**config.mk**
```make
export PLATFORM = sky130hd
export DESIGN_NAME = alu_issue_ctrl
export DESIGN_NICKNAME = d
export VERILOG_FILES = /design/src/rtl/alu_issue_ctrl.sv
export SDC_FILE = /design/constraint.sdc
export NUM_CORES = 1
export LEC_CHECK = 0
export BUFFER_PORTS_ARGS = -buffer_cell sky130_fd_sc_hd__buf_2
export CORE_ASPECT_RATIO = 1.25
export CORE_MARGIN = 5
export CORE_UTILIZATION = 48
export CTS_BUF_LIST = sky130_fd_sc_hd__clkbuf_4 sky130_fd_sc_hd__clkbuf_8
export CTS_CLUSTER_DIAMETER = 100
export DETAILED_ROUTE_END_ITERATION = 7
export PLACE_DENSITY = 0.83
export SKIP_LAST_GASP = 1
export SLEW_MARGIN = 20
export SYNTH_ARGS = -nofsm -noshare
export SYNTH_HDL_FRONTEND = slang
export SYNTH_SLANG_ARGS = --single-unit
```
**constraint.sdc**
```tcl
create_clock -name clk -period 2.3 [get_ports clk]
set_clock_uncertainty 0.2 [all_clocks]
set_input_delay 0 -clock clk [delete_from_list [all_inputs] [get_ports clk]]
set_output_delay 0 -clock clk [all_outputs]
set_load 0.05 [all_outputs]
```
**src/rtl/alu_issue_ctrl.sv**
```systemverilog
// Issue controller for the trigger-driven ALU: decode, operand fetch, trigger, settle, writeback + NZCV.
// Latency: rf_we in cycle 3+SETTLE_CYCLES after the handshake edge; a skipped instruction re-readies after 2 cycles.
// Backpressure: instr_ready only in IDLE, one instruction in flight. Define COND_EXEC_EN to enable condition codes and SKIP.
module alu_issue_ctrl #(
    parameter int         SETTLE_CYCLES = 2,
    parameter logic [3:0] CPSR_RESET    = 4'b0000
) (
    input  logic        clk,
    input  logic        reset,
    input  logic        instr_valid,
    input  logic [31:0] instr,
    output logic        instr_ready,
    output logic        instr_err,
    output logic        cond_skip,
    output logic        busy,
    output logic [3:0]  rf_raddr_a,
    output logic [3:0]  rf_raddr_b,
    input  logic [31:0] rf_rdata_a,
    input  logic [31:0] rf_rdata_b,
    output logic [31:0] alu_operand1,
    output logic [31:0] alu_operand2,
    output logic [3:0]  alu_opcode,
    output logic [4:0]  alu_shift_amount,
    output logic [1:0]  alu_shift_type,
    output logic [3:0]  alu_dest_reg,
    output logic        alu_trigger,
    input  logic [31:0] alu_result,
    input  logic        alu_w,
    input  logic        alu_n,
    input  logic        alu_z,
    input  logic        alu_c,
    input  logic        alu_v,
    output logic        rf_we,
    output logic [3:0]  rf_waddr,
    output logic [31:0] rf_wdata,
    output logic [3:0]  cpsr_nzcv
);

`ifdef COND_EXEC_EN
    typedef enum logic [2:0] {S_IDLE, S_LOAD, S_FIRE, S_WAIT, S_WB, S_SKIP} state_t;
`else
    typedef enum logic [2:0] {S_IDLE, S_LOAD, S_FIRE, S_WAIT, S_WB} state_t;
`endif

    localparam logic [3:0] SETTLE_LAST = 4'(SETTLE_CYCLES);

    state_t      state_q, state_d;
    logic [31:0] instr_q;
    logic [3:0]  cnt_q;

    logic        illegal;
    logic        cond_ok;
    logic        v_op;
    logic [31:0] op2_d;
    logic [1:0]  type_d;
    logic [4:0]  amt_d;

`ifdef COND_EXEC_EN
    function automatic logic cond_pass(input logic [3:0] cond, input logic [3:0] f);
        logic n, z, c, v;
        {n, z, c, v} = f;
        case (cond)
            4'h0:    cond_pass = z;
            4'h1:    cond_pass = !z;
            4'h2:    cond_pass = c;
            4'h3:    cond_pass = !c;
            4'h4:    cond_pass = n;
            4'h5:    cond_pass = !n;
            4'h6:    cond_pass = v;
            4'h7:    cond_pass = !v;
            4'h8:    cond_pass = c && !z;
            4'h9:    cond_pass = !c || z;
            4'ha:    cond_pass = (n == v);
            4'hb:    cond_pass = (n != v);
            4'hc:    cond_pass = !z && (n == v);
            4'hd:    cond_pass = z || (n != v);
            4'he:    cond_pass = 1'b1;
            default: cond_pass = 1'b0;
        endcase
    endfunction

    assign cond_ok   = cond_pass(instr_q[31:28], cpsr_nzcv);
    assign cond_skip = (state_q == S_SKIP);
`else
    logic unused_cond;
    assign unused_cond = ^instr_q[31:28];
    assign cond_ok     = 1'b1;
    assign cond_skip   = 1'b0;
`endif

    assign rf_raddr_a = instr_q[19:16];
    assign rf_raddr_b = instr_q[3:0];
    assign illegal    = (instr_q[27:26] != 2'b00) || (!instr_q[25] && instr_q[4]);
    assign v_op       = (alu_opcode == 4'b0100) || (alu_opcode == 4'b0101) || (alu_opcode == 4'b1011);

    // A zero shift/rotate amount always degenerates to "no shift" (no RRX support).
    always_comb begin
        op2_d  = rf_rdata_b;
        type_d = 2'b00;
        amt_d  = 5'd0;
        if (instr_q[25]) begin
            op2_d = {24'b0, instr_q[7:0]};
            if (instr_q[11:8] != 4'd0) begin
                type_d = 2'b11;
                amt_d  = {instr_q[11:8], 1'b0};
            end
        end else if (instr_q[11:7] != 5'd0) begin
            type_d = instr_q[6:5];
            amt_d  = instr_q[11:7];
        end
    end

    always_comb begin
        state_d     = state_q;
        instr_ready = 1'b0;
        instr_err   = 1'b0;
        case (state_q)
            S_IDLE: begin
                instr_ready = 1'b1;
                if (instr_valid) state_d = S_LOAD;
            end
            S_LOAD: begin
                if (illegal) begin
                    instr_err = 1'b1;
                    state_d   = S_IDLE;
`ifdef COND_EXEC_EN
                end else if (!cond_ok) begin
                    state_d = S_SKIP;
`endif
                end else begin
                    state_d = S_FIRE;
                end
            end
            S_FIRE: state_d = S_WAIT;
            // The first WAIT cycle is the trigger edge itself; SETTLE_CYCLES more follow.
            S_WAIT: if (cnt_q == SETTLE_LAST) state_d = S_WB;
            S_WB:   state_d = S_IDLE;
            default: state_d = S_IDLE;
        endcase
    end

    assign busy     = (state_q != S_IDLE);
    assign rf_we    = (state_q == S_WB) && alu_w;
    assign rf_waddr = (state_q == S_WB) ? alu_dest_reg : 4'd0;
    assign rf_wdata = (state_q == S_WB) ? alu_result : 32'd0;

    always_ff @(posedge clk) begin
        if (reset) begin
            state_q          <= S_IDLE;
            instr_q          <= '0;
            cnt_q            <= '0;
            alu_operand1     <= '0;
            alu_operand2     <= '0;
            alu_opcode       <= '0;
            alu_shift_amount <= '0;
            alu_shift_type   <= '0;
            alu_dest_reg     <= '0;
            alu_trigger      <= 1'b0;
            cpsr_nzcv        <= CPSR_RESET;
        end else begin
            state_q <= state_d;
            if (state_q == S_IDLE && instr_valid) instr_q <= instr;
            if (state_q == S_LOAD && !illegal && cond_ok) begin
                alu_operand1     <= rf_rdata_a;
                alu_operand2     <= op2_d;
                alu_opcode       <= instr_q[24:21];
                alu_shift_amount <= amt_d;
                alu_shift_type   <= type_d;
                alu_dest_reg     <= instr_q[15:12];
            end
            if (state_q == S_FIRE) begin
                alu_trigger <= ~alu_trigger;
                cnt_q       <= '0;
            end
            if (state_q == S_WAIT) cnt_q <= cnt_q + 4'd1;
            if (state_q == S_WB && instr_q[20]) begin
                cpsr_nzcv[3:1] <= {alu_n, alu_z, alu_c};
                if (v_op) cpsr_nzcv[0] <= alu_v;
            end
        end
    end

endmodule

```
Word-level counts from Yosys, hierarchy flattened:

Index checks and enable logic that the tools add are counted.

* reduce and logical (&&, ||, !) cells: 18
* bitwise gates (word level): 1
* $add $sub $neg: 1
* muxes and demuxes: 18
* equal/unequal tests: 10

Operators with widths (count)
* two-way mux 32 bit: 2
* two-way mux 5 bit: 3
* two-way mux 4 bit: 3
* case mux 3 bit (4 select lines): 1
* equality test 4 x 3 -> 1 bit, second input constant: 2
* two-way mux 2 bit: 4
* equality test 3 x 2 -> 1 bit, second input constant: 2
* two-way mux 3 bit: 2
* logical AND 1 bit: 5
* nonzero test 5 bit: 1
* adder 4 x 1 -> 4 bit, second input constant: 1
* equality test 4 x 2 -> 1 bit, second input constant: 1
* equality test 4 bit, second input constant: 1
* inequality test 2 bit, second input constant: 2
* AND reduction 2 bit: 2
* nonzero test 2 bit: 2
* nonzero test 4 bit: 1
* equality test 3 x 1 -> 1 bit, second input constant: 1
* equality test 3 bit, second input constant: 1
* zero test 3 bit: 1
* logical OR 1 bit: 3
* two-way mux 1 bit: 3
* nonzero test 3 bit: 1
* zero test 1 bit: 2
* NOT 1 bit: 1

* register bits after elaboration: 119
* word-level logic and storage cells: 60
* output and inout port bits: 133
* bits of input ports: 136

Logic depth before layout (Yosys ltp):

* depth after elaboration: 5
* mapped depth: 7
* gate-level depth less buffers: 5

Least setup slack after synthesis:

Ideal clock, no wire load.

* kind: reg2out
* start: register state_q[0]
* end: output instr_err
* cell stages (with the launch flop): 5
* data arrival time: 1899 ps
* path slack: 201 ps
* buffers on the path: 2
* data required time: 2100 ps
* cell sequence: dfxtp_1 -> or3b_1 -> buf_2 -> clkbuf_1 -> a21oi_1

* word-level cells in the longest chain between the ends: 2

RTL lines
* start, declared: RTL line 47 `state_t state_q, state_d;`
* start signal, assigned: RTL line 161 `state_q <= state_d;`
* equality test 3 x 1 -> 1 bit: RTL line 117 `case (state_q)`
* two-way mux 1 bit: RTL line 117
* end, declared: RTL line 13 `output logic instr_err,`

No other way between the ends.

Worst setup path in the final report:

* start: register state_q[2]
* end: register alu_operand1[29]

* word-level cells in the longest chain between the ends: 2

RTL lines
* equality test 3 x 1 -> 1 bit: RTL line 163 `if (state_q == S_LOAD && !illegal && cond_ok) begin`
* logical AND 1 bit: RTL line 163
* end signal, assigned: RTL line 164 `alu_operand1 <= rf_rdata_a;`
* end, declared: RTL line 20 `output logic [31:0] alu_operand1,`

No other way between the ends.
A chain may end at the register's enable or synchronous reset.

==> flow_summary_export.csv <==
group,metric,value,unit
worst_setup_path,cp_data_required_time,2.48,ns
power,p_clk_frac,0.328,
clock_tree,clock_latency,0.43,ns
drt,vias_per_cell,5.90,
power,power_density,712,nW/um^2
cells_and_area,area_growth,61.6,%
global_route,grt_pass1_wl,35.2,mm
worst_setup_path,start_kind,"flop",
synthesis,synth.avg_cell_area,8.42,um^2
worst_setup_path,rr_startpoint,"state_q[2]",
power,finalPower,0.00629,W
clock_tree,cts_tree,"built",
drt,avgRoutedWirePerCell,20.2,um
power,irDropWorstVdd,0.000454,V
clock_tree,root_buffer,"clkbuf_8",
power,p_comb_frac,0.303,
timing,post-route-period-util,0.989,
drt,routed_wl,23.7,mm
die,num_rows,43,
synthesis,synth_warnings,0,
synthesis,synth_nets,787,
cells_and_area,regArea,2380,um^2
placement,dp_hpwl,12.0,mm
clock_tree,h-tree-depth,4,
drt,first_pass_iters,5,
cells_and_area,drive_gt1_frac,0.334,
power,switching_power,0.00218,W
die,io_pins,269,
timing,fin_crit,2.28,ns
drt,vias,6908,
power,internal_power,0.00411,W
min_path,min_to,"alu_operand1[6]",
clock_tree,cts_buffer_depth,2,
min_path,hold_path_class,"in -> reg",
cells_and_area,multi_input_area,2760,um^2
min_path,worstHoldPathCells,4,
synthesis,ys_seq_elements,119,
global_route,grt_overflow_total,0,
die,die_w,105,um
die,die-area,13600,um^2
min_path,min_from,"rf_rdata_a[6]",
worst_setup_path,crit_arrival,2.45,ns
cells_and_area,fillers,697,
outcome,outcome,"complete, no violations",
cells_and_area,largestRegisters,"alu_operand1 (32), alu_operand2 (32), instr_q (28)",
worst_setup_path,critPathMaxFanout,20,
die,initial_core_util,0.491,
placement,port_buffers,263,
worst_setup_path,path_class,"reg -> reg",
clock_tree,numCtsBuffers,17,
timing,rsz0062_at_grt,"yes",
timing,setup_viol,0,
global_route,grt_use_total,0.326,
power,power.leakage,3.95,nW
timing,finalMaxSlewViolations,0,
synthesis,async_flop_share,0,
clock_tree,clk_pin_slew,0.08,ns
timing,layout_setup_ws,0.0247,ns
timing,worstMarginPinSlew,0.554,ns
timing,fin_tns_setup,0,ns
cells_and_area,nets,1158,
cells_and_area,stdcell_count,1171,
worst_setup_path,reg2reg_slack,0.02,ns
power,p_seq_frac,0.369,
global_route,grt_max_degree,78,
power,p_sw_frac,0.346,
worst_setup_path,ff2ff_path_depth,6,
synthesis,netlist_area,5470,um^2
synthesis,synth_cell_types,44,
drt,drcViolationCount,0,
flow_run,drv_cap,0,
timing,hold_viol,0,
drt,ant_nets,0,
placement,place.gp.congestion,0.903,
die,chipHeight,129,um
placement,dp.cells,984,
die,coreArea,11100,um^2
synthesis,synth-seq-area-share,0.436,
drt,dr.first_iter.drc_count,563,
timing,max_freq,0.440,GHz
worst_setup_path,r2r_end,"alu_operand1[29]",
worst_setup_path,critPathCaptureType,"flop",
synthesis,syn_inst,649,
cells_and_area,fin_util,0.793,
timing,max_slew_margin,0.630,
synthesis,synth_ff_type,"dfxtp_1",
global_route,antenna_found_initial,1,
synthesis,synth_edf_count,0,
placement,preCtsSetupSlack,0.426,ns
clock_tree,cts_sinks,119,
global_route,grt_pass1_vias,6709,
## area by class of cell
class	count	area share
multi-input cells	442	0.313
flip-flops and latches	119	0.270
diodes	4	0.00113
repair buffers	437	0.348
clock buffers	21	0.0306
inverters	3	0.00127
well taps	135	0.0191
clock inverters	10	0.0173
## per-stage QoR
step / hold slack (ns) / area [um^2]
6_report: 0.181 / 8830
5_1_grt: 0.177 / 8820
4_1_cts: 0.135 / 8700
3_5_place_dp: 0.0473 / 6850
3_3_place_gp: 0.0324 / 6850
2_1_floorplan: -0.0640 / 5470
## power by group through the flow
stage,combinational [W],sequential (W),clock [W]
after global placement,0.00153,0.00234,0
after floorplan,0.000727,0.00271,0
after global routing,0.00201,0.00233,0.00217
after CTS,0.00177,0.00230,0.00207
after detailed placement,0.00155,0.00235,0
final,0.00191,0.00232,0.00206
## metal layers
metal  GRT usage  vias up  part of all wire
met5           0        -                 0
met4       0.192        0             0.052
met3      0.0807      106             0.073
met2       0.565      407              0.51
met1       0.363     3287              0.36
li1            -     3108                 -
## how the worst max path moves through the flow
| stage | from | slack (ns) | end |
|---|---|---|---|
| 2_1_floorplan | state_q[0] | 0.20 | instr_err |
| 3_3_place_gp | state_q[2] | 0.47 | alu_shift_type[1] |
| 3_5_place_dp | instr_q[4] | 0.43 | alu_opcode[2] |
| 4_1_cts | instr_q[27] | 0.02 | alu_operand1[13] |
| 5_1_grt | state_q[2] | -0.07 | alu_operand1[11] |
| 6_report | state_q[2] | 0.02 | alu_operand1[29] |
## worst max-delay path, cell delays in order, from the launching register on
cell           delay (ns)
dfxtp_1              0.38
buf_4                0.21
nor3b_4              0.30
clkbuf_16            0.25
nand4_1              0.14
a21oi_1              0.16
dlygate4sd3_1        0.57
## Yosys cell counts (4+ instances only)
library cell	instances	area share
a31oi_1	8	0.0092
o31ai_1	69	0.095
a21oi_1	102	0.093
nand2b_1	7	0.0080
and2_1	37	0.042
nand4_1	69	0.079
clkbuf_1	62	0.043
nand2_1	57	0.039
nor2b_1	28	0.032
a211oi_1	7	0.0096
nor2_1	6	0.0041
buf_2	13	0.012
mux2i_1	12	0.022
buf_4	9	0.012
dfxtp_1	119	0.44
o21ai_0	4	0.0037
## kinds of logic (layout without fill, tap and decap cells)
family	Yosys count	in the layout	synth area share
mux	12	12	0.0220
flops	119	119	0.436
buf+inv	89	471	0.0703
fa+ha+maj	2	2	0.00458
simple gates	229	230	0.246
other cells	1	5	0.000686
compound gates	197	197	0.221
## repair_timing
action / 4_1_cts / 5_1_grt
hold buffers: 143 / 0
endpoints found under the setup margin: 0 / 20
setup buffers: 0 / 6
hold endpoints to repair: 104 / 0
gates resized for setup: 0 / 12
## cells in the final DEF (no fill, tap or decap), types with 5 or more instances in the layout
master         instances
nor2_1                 5
a31oi_1                8
clkbuf_8              18
mux2i_1               12
nand4_1               69
a211oi_1               7
buf_2                262
a21oi_1              102
clkinv_2               5
nand2b_1               6
buf_4                 22
nor2b_1               27
nand2_1               57
dlygate4sd3_1        143
and2_1                37
dfxtp_1              118
o31ai_1               66
No activity file was read; power rests on OpenSTA's default activity.
